File: src/rtl/uart_pkg.sv
// Shared definitions for the UART receiver: FSM states, parity encodings and
// the set of supported oversampling ratios.
package uart_pkg;

    typedef enum logic [2:0] {
        StIdle,
        StStart,
        StData,
        StParity,
        StStop
    } rx_state_e;

    localparam logic ParEven = 1'b0;
    localparam logic ParOdd  = 1'b1;

    localparam logic [5:0] Prescale8  = 6'd8;
    localparam logic [5:0] Prescale16 = 6'd16;
    localparam logic [5:0] Prescale32 = 6'd32;

    // Unsupported ratios fall back to the slowest legal rate so a frame always terminates.
    function automatic logic [5:0] legal_prescale(input logic [5:0] ps);
        logic [5:0] res;
        res = Prescale32;
        if (ps == Prescale8 || ps == Prescale16 || ps == Prescale32) begin
            res = ps;
        end
        return res;
    endfunction

endpackage

File: src/rtl/uart_rx_if.sv
// Signal bundle between a serial-line driver/consumer and the UART receiver.
interface uart_rx_if #(
    parameter int unsigned DATA_WIDTH = 8
);
    logic                  RX_IN;
    logic [5:0]            PRESCALE;
    logic                  PAR_EN;
    logic                  PAR_TYP;
    logic [DATA_WIDTH-1:0] P_DATA;
    logic                  data_valid;
    logic                  par_err;
    logic                  stp_err;

    modport master (
        output RX_IN, PRESCALE, PAR_EN, PAR_TYP,
        input  P_DATA, data_valid, par_err, stp_err
    );

    modport slave (
        input  RX_IN, PRESCALE, PAR_EN, PAR_TYP,
        output P_DATA, data_valid, par_err, stp_err
    );
endinterface

File: src/rtl/rx_data_sampler.sv
// Three-point majority vote around the centre of each serial bit.
module rx_data_sampler (
    input  logic       clk_i,
    input  logic       rst_ni,
    input  logic [5:0] edge_cnt_i,
    input  logic [5:0] prescale_i,
    input  logic       rx_i,
    output logic       bit_o
);
    logic [5:0] half;
    logic [2:0] samples_q, samples_d;

    always_comb begin
        half      = prescale_i >> 1;
        samples_d = samples_q;
        if (edge_cnt_i == half - 6'd1) samples_d[0] = rx_i;
        if (edge_cnt_i == half)        samples_d[1] = rx_i;
        if (edge_cnt_i == half + 6'd1) samples_d[2] = rx_i;
    end

    always_ff @(posedge clk_i) begin
        if (!rst_ni) begin
            samples_q <= '0;
        end else begin
            samples_q <= samples_d;
        end
    end

    assign bit_o = (samples_q[0] & samples_q[1]) | (samples_q[0] & samples_q[2]) |
                   (samples_q[1] & samples_q[2]);
endmodule

File: src/rtl/uart_rx.sv
// Oversampling UART receiver: start/data/parity/stop framing with registered
// one-cycle result pulses.
module uart_rx
    import uart_pkg::*;
#(
    parameter int unsigned DATA_WIDTH = 8
) (
    input  logic      CLK,
    input  logic      RST,
    uart_rx_if.slave  rx_if
);
    localparam int unsigned BitCntW = (DATA_WIDTH > 1) ? $clog2(DATA_WIDTH) : 1;
    localparam logic [BitCntW-1:0] LastBit = BitCntW'(DATA_WIDTH - 1);

    logic                  rx_meta_q, rx_sync_q;
    rx_state_e             state_q, state_d;
    logic [5:0]            edge_cnt_q, edge_cnt_d;
    logic [BitCntW-1:0]    bit_cnt_q, bit_cnt_d;
    logic [DATA_WIDTH-1:0] shift_q, shift_d;
    logic [5:0]            prescale_q, prescale_d;
    logic                  par_en_q, par_en_d;
    logic                  par_typ_q, par_typ_d;
    logic                  par_bad_q, par_bad_d;
    logic [DATA_WIDTH-1:0] p_data_q, p_data_d;
    logic                  data_valid_q, data_valid_d;
    logic                  par_err_q, par_err_d;
    logic                  stp_err_q, stp_err_d;
    logic                  sample, bit_end, start_frame;

    rx_data_sampler u_sampler (
        .clk_i      (CLK),
        .rst_ni     (RST),
        .edge_cnt_i (edge_cnt_q),
        .prescale_i (prescale_q),
        .rx_i       (rx_sync_q),
        .bit_o      (sample)
    );

    always_comb begin
        state_d      = state_q;
        edge_cnt_d   = edge_cnt_q;
        bit_cnt_d    = bit_cnt_q;
        shift_d      = shift_q;
        prescale_d   = prescale_q;
        par_en_d     = par_en_q;
        par_typ_d    = par_typ_q;
        par_bad_d    = par_bad_q;
        p_data_d     = p_data_q;
        data_valid_d = 1'b0;
        par_err_d    = 1'b0;
        stp_err_d    = 1'b0;
        start_frame  = 1'b0;
        bit_end      = (edge_cnt_q == prescale_q - 6'd1);

        if (state_q != StIdle) begin
            edge_cnt_d = bit_end ? 6'd0 : edge_cnt_q + 6'd1;
        end

        case (state_q)
            StIdle: begin
                edge_cnt_d  = 6'd0;
                start_frame = !rx_sync_q;
            end
            StStart: begin
                if (bit_end) begin
                    state_d   = sample ? StIdle : StData;
                    bit_cnt_d = '0;
                end
            end
            StData: begin
                if (bit_end) begin
                    shift_d                 = shift_q >> 1;
                    shift_d[DATA_WIDTH-1]   = sample;
                    bit_cnt_d               = bit_cnt_q + 1'b1;
                    if (bit_cnt_q == LastBit) begin
                        state_d = par_en_q ? StParity : StStop;
                    end
                end
            end
            StParity: begin
                if (bit_end) begin
                    par_bad_d = sample ^ (^shift_q) ^ (par_typ_q == ParOdd);
                    state_d   = StStop;
                end
            end
            StStop: begin
                if (bit_end) begin
                    state_d   = StIdle;
                    par_err_d = par_bad_q;
                    stp_err_d = !sample;
                    if (sample && !par_bad_q) begin
                        data_valid_d = 1'b1;
                        p_data_d     = shift_q;
                    end
                    // A start bit already on the line is taken now so back-to-back frames keep pace.
                    start_frame = !rx_sync_q;
                end
            end
            default: state_d = StIdle;
        endcase

        if (start_frame) begin
            state_d    = StStart;
            edge_cnt_d = 6'd0;
            bit_cnt_d  = '0;
            par_bad_d  = 1'b0;
            prescale_d = legal_prescale(rx_if.PRESCALE);
            par_en_d   = rx_if.PAR_EN;
            par_typ_d  = rx_if.PAR_TYP;
        end
    end

    always_ff @(posedge CLK) begin
        if (!RST) begin
            rx_meta_q    <= 1'b1;
            rx_sync_q    <= 1'b1;
            state_q      <= StIdle;
            edge_cnt_q   <= '0;
            bit_cnt_q    <= '0;
            shift_q      <= '0;
            prescale_q   <= Prescale8;
            par_en_q     <= 1'b0;
            par_typ_q    <= ParEven;
            par_bad_q    <= 1'b0;
            p_data_q     <= '0;
            data_valid_q <= 1'b0;
            par_err_q    <= 1'b0;
            stp_err_q    <= 1'b0;
        end else begin
            rx_meta_q    <= rx_if.RX_IN;
            rx_sync_q    <= rx_meta_q;
            state_q      <= state_d;
            edge_cnt_q   <= edge_cnt_d;
            bit_cnt_q    <= bit_cnt_d;
            shift_q      <= shift_d;
            prescale_q   <= prescale_d;
            par_en_q     <= par_en_d;
            par_typ_q    <= par_typ_d;
            par_bad_q    <= par_bad_d;
            p_data_q     <= p_data_d;
            data_valid_q <= data_valid_d;
            par_err_q    <= par_err_d;
            stp_err_q    <= stp_err_d;
        end
    end

    assign rx_if.P_DATA     = p_data_q;
    assign rx_if.data_valid = data_valid_q;
    assign rx_if.par_err    = par_err_q;
    assign rx_if.stp_err    = stp_err_q;
endmodule

File: src/flat_wrapper.sv
// flat-port wrapper written by rule: the top's interface ports become plain ports
module uart_rx_flat import uart_pkg::*;
#(
    parameter int unsigned DATA_WIDTH = 8
)
  (CLK, RST, rx_if_RX_IN, rx_if_PRESCALE, rx_if_PAR_EN, rx_if_PAR_TYP, rx_if_P_DATA, rx_if_data_valid, rx_if_par_err, rx_if_stp_err);
  uart_rx_if #(.DATA_WIDTH(DATA_WIDTH)) rx_if_i ();
  input  logic CLK;
  input  logic RST;
  input wire logic [$bits(rx_if_i.RX_IN)-1:0] rx_if_RX_IN;
  input wire logic [$bits(rx_if_i.PRESCALE)-1:0] rx_if_PRESCALE;
  input wire logic [$bits(rx_if_i.PAR_EN)-1:0] rx_if_PAR_EN;
  input wire logic [$bits(rx_if_i.PAR_TYP)-1:0] rx_if_PAR_TYP;
  output wire logic [$bits(rx_if_i.P_DATA)-1:0] rx_if_P_DATA;
  output wire logic [$bits(rx_if_i.data_valid)-1:0] rx_if_data_valid;
  output wire logic [$bits(rx_if_i.par_err)-1:0] rx_if_par_err;
  output wire logic [$bits(rx_if_i.stp_err)-1:0] rx_if_stp_err;
  assign rx_if_i.RX_IN = rx_if_RX_IN;
  assign rx_if_i.PRESCALE = rx_if_PRESCALE;
  assign rx_if_i.PAR_EN = rx_if_PAR_EN;
  assign rx_if_i.PAR_TYP = rx_if_PAR_TYP;
  assign rx_if_P_DATA = rx_if_i.P_DATA;
  assign rx_if_data_valid = rx_if_i.data_valid;
  assign rx_if_par_err = rx_if_i.par_err;
  assign rx_if_stp_err = rx_if_i.stp_err;
  uart_rx #(.DATA_WIDTH(DATA_WIDTH)) u_core (.CLK(CLK), .RST(RST), .rx_if(rx_if_i));
endmodule
File: config.mk
export PLATFORM = sky130hd
export DESIGN_NAME = uart_rx_flat
export DESIGN_NICKNAME = d
export VERILOG_FILES = /design/src/rtl/uart_pkg.sv /design/src/rtl/uart_rx_if.sv /design/src/rtl/rx_data_sampler.sv /design/src/rtl/uart_rx.sv /design/src/flat_wrapper.sv
export SDC_FILE = /design/constraint.sdc
export NUM_CORES = 1
export LEC_CHECK = 0
export ABC_CLOCK_PERIOD_IN_PS = 3600
export CAP_MARGIN = 20
export CORE_MARGIN = 5
export CORE_UTILIZATION = 35
export DETAILED_ROUTE_END_ITERATION = 6
export GPL_ROUTABILITY_DRIVEN = 0
export HOLD_SLACK_MARGIN = 0.06
export MAX_ROUTING_LAYER = met4
export PLACE_DENSITY = 0.6
export SLEW_MARGIN = 20
export SYNTH_ARGS = -nofsm -noshare
export SYNTH_HDL_FRONTEND = slang
export SYNTH_HIERARCHICAL = 1
export SYNTH_SLANG_ARGS = --single-unit
File: constraint.sdc
create_clock -name CLK -period 3.6 [get_ports CLK]
set_input_delay 0.36 -clock CLK [delete_from_list [all_inputs] [get_ports CLK]]
set_output_delay 0.36 -clock CLK [all_outputs]
set_load 0.02 [all_outputs]
==> results.md <==
* # rows at 30
* # Max-Cap Violations at 0
* I/O Buffers at 21
* # fillers at 688
* Post-synthesis cell area at between 2000 and 2500 sq um
* Number of flops mapped to enable cells by yosys at 0
* ANT nets after route at 0
* Final HPWL DP at 3.81 mm
* Worst-path cell chain: inv_1 > ha_1 > xor2_1 > nand2b_1 > a31oi_1 > buf_4 > nor4b_1 > a221o_1
* Post-CTS sizing at 0
* Hold_sp: u_core/rx_meta_q
* Switching Share at 23.0%
* GRT Residual Overflow at 0
* Max Fclk at about 0.39 GHz
* Fin area at between 2000 and 3000 sq um
* Total core area at 6870 sq um
* Initial Util at 36.3%
* Number of global-route vias before repair at 1910
* Dpl cell area at 2760 sq um
* Max stage delay cell, worst path: a31oi_1
* Crit path buf inv count at 2
* First-pass iteration count of the detailed router at 4
* Cells after Synth at 289
* Ys flop type: dfxtp_1
* Power share of the combinational group at 6.1%
* Synth top area cells: dfxtp_1 (36%), xnor2_1 (7.7%), nand3_1 (5.0%)
* Clk Latency, worst-skew pair at just over 300 ps
* Clk buf depth at 2
* Largest net degree at the start of global routing at 23
* GRT Total Usage at between 10% and 20%
* Util after Layout at 41.9%
* WP data required at 3790 ps
* Yosys top cell by area: dfxtp_1
* DIE AREA at 8900 sq um
* Setup tns final at 0 ps
* Fraction of layout cells with a size suffix above 1 at 7.84%
* Most frequent cell after synthesis: dfxtp_1
* Ant diodes at 0
* Antenna violations before repair at 0
* Initial DRC Count at ~160
* R2R Path Start: u_core/prescale_q[1]
* Htree depth at 2
* Netlist cell types at 54
* Number of synthesized register bits at 45
* # clock sinks at 45
* Slew HR at 51.8%
* Via/cell ratio at 5.27
* Total setup buffers inserted after CTS at 0
* DRC Markers at 0
* Die width at ~94 um
* Crit path launch: u_core/prescale_q[1]
* RSZ-0062 raised after global routing: no
* Routed wire length at 5.38 mm
* CP Max Fanout at 17
* Clk slew on worst S/H paths at 90 ps
* WL per Instance at 13.4 um
* Endpoints failing hold at 0
* Startpoint types: flop
* Register area share after synthesis at 36.2%
* Internal power at 0.000743 W
* Setup CP Type: flop to flop
* CTS tree: yes
* Final setup fails at 0
* Post-layout minimum cycle time at 2570 ps
* Hold Buf Count CTS at 0
* Status: finished, final reports clean
* LEAKAGE at 0.957 nW
* Ys Warns at 6
* Root Buffer: clkbuf_8
* Layout net count at 322
* Syn Nets at 306
* First-pass GRT wire length at 9.18 mm
* Clock power frac at 40.9%
* CP Capture Type: flop
* Async SR Flop Fraction at 0%
* Worst vdd ir at 0.211 mV
* Flop pwr share at 53.0%
* Sw Pwr at 0.000221 W
* Final max-slew violation count at 0
* Area Overhead vs Synth at 15.4%
* Fin Clk Skew at 14.0 ps
* Power Density at around 340 nW/um^2
* Top cell family by delay on the critical path: compound AO/OA/AOI/OAI gates
* Syn_area_per_cell at 8.62 sq um
* Measured slew at the worst slew-check pin at 722 ps
* Die Y at 94.4 um
* Cts bufs inserted at 5
* Ports at 22
* R2R setup slack at 1030 ps
* Critical Path AT at about 2800 ps
* Top-area cell type share of the netlist area at 36.2%
* Via count at 2117
* HP Class: flop to flop
* Fin crit share at 71.5%
* Synth cell count leaders: dfxtp_1 (45), nand3_1 (25), a21oi_1 (23)
* Crit path largest cell delay at 610 ps
==> cells by family (layout without fill, tap and decap cells) <==
group / after synthesis / after routing / share of synthesized area, %
AO/OA/AOI/OAI: 71 / 71 / 18.9
flip-flops: 45 / 45 / 36.2
adder cells (fa/ha/maj): 7 / 7 / 3.42
AND/OR/NAND/NOR: 100 / 100 / 21.7
XOR/XNOR: 32 / 32 / 12.2
buffers and inverters: 28 / 45 / 5.22
multiplexers: 6 / 6 / 2.41
==> cell type report <==
cell class	count	area [sq um]	area share (%)
multi-input cells	216	1460	50.8
flip-flops and latches	45	901	31.3
repair buffers	23	225	7.83
well taps	96	120	4.18
clock buffers	5	68.8	2.39
inverters	14	52.6	1.83
clock inverters	3	47.5	1.65
==> placed cells by master (no fill, tap or decap), drive strengths merged, types with 7 or more instances in the layout <==
cell,synthesis,final
dfxtp,45,45
nand3,25,25
a21oi,23,23
xnor2,23,23
clkdlybuf4s50,0,21
o21ai,21,21
nor2,18,18
inv,14,16
nand2,12,12
nor3,11,11
xor2,9,9
and3,7,7
==> worst reg2reg max path, delay by kind of cell, from the launching register on <==
family,cells,cell delay (ps)
compound gates,2,880
xor+xnor,1,150
fa+ha+maj,1,240
buf+inv,2,440
flops,1,570
simple gates,2,190
==> through the flow <==
stage | hold WS (ps) | std cells | total power (W) | setup WS, ps
3_3_place_gp | 390 | 394 | 0.000580 | 1110
5_1_grt | 434 | 402 | 0.00101 | 780
3_5_place_dp | 402 | 394 | 0.000581 | 1050
2_1_floorplan | 386 | 289 | 0.000562 | 1440
4_1_cts | 424 | 402 | 0.000979 | 1050
6_report | 417 | 402 | 0.000964 | 1030
==> path summary, 6_finish.rpt <==
path / end / cells after the start
max: u_core/state_q[0] / 8
min: u_core/rx_sync_q / 1
max reg2reg: u_core/state_q[0] / 8
min reg2reg: u_core/rx_sync_q / 1
==> flip-flops by register name, summed over array words and instances (netlist names), 3 cells and up <==
signal and flops:
u_core/state_q 3, u_core/edge_cnt_q 6, u_core/rx_if.P_DATA 8, u_core/bit_cnt_q 3, u_core/prescale_q 6, u_core/shift_q 8
u_core/u_sampler/samples_q 3
==> power groups by stage <==
stage	Sequential (W)	Combinational (W)	Clock, W
floorplan	0.000518	0.0000443	0
global placement	0.000522	0.0000580	0
detailed placement	0.000523	0.0000585	0
CTS	0.000511	0.0000589	0.000409
global route	0.000512	0.0000647	0.000432
finish	0.000511	0.0000587	0.000395
==> layer usage <==
layer	global-route usage [%]	up-vias	share of wire, %	wire [um]
li1	-	1070	-	-
met1	19.2	995	52	2790
met2	18.1	50	43	2300
met3	3.59	2	4.6	248
met4	3.85	0	0.65	35
met5	-	-	0	0
Note: power is estimated with default switching activity, not from simulation.
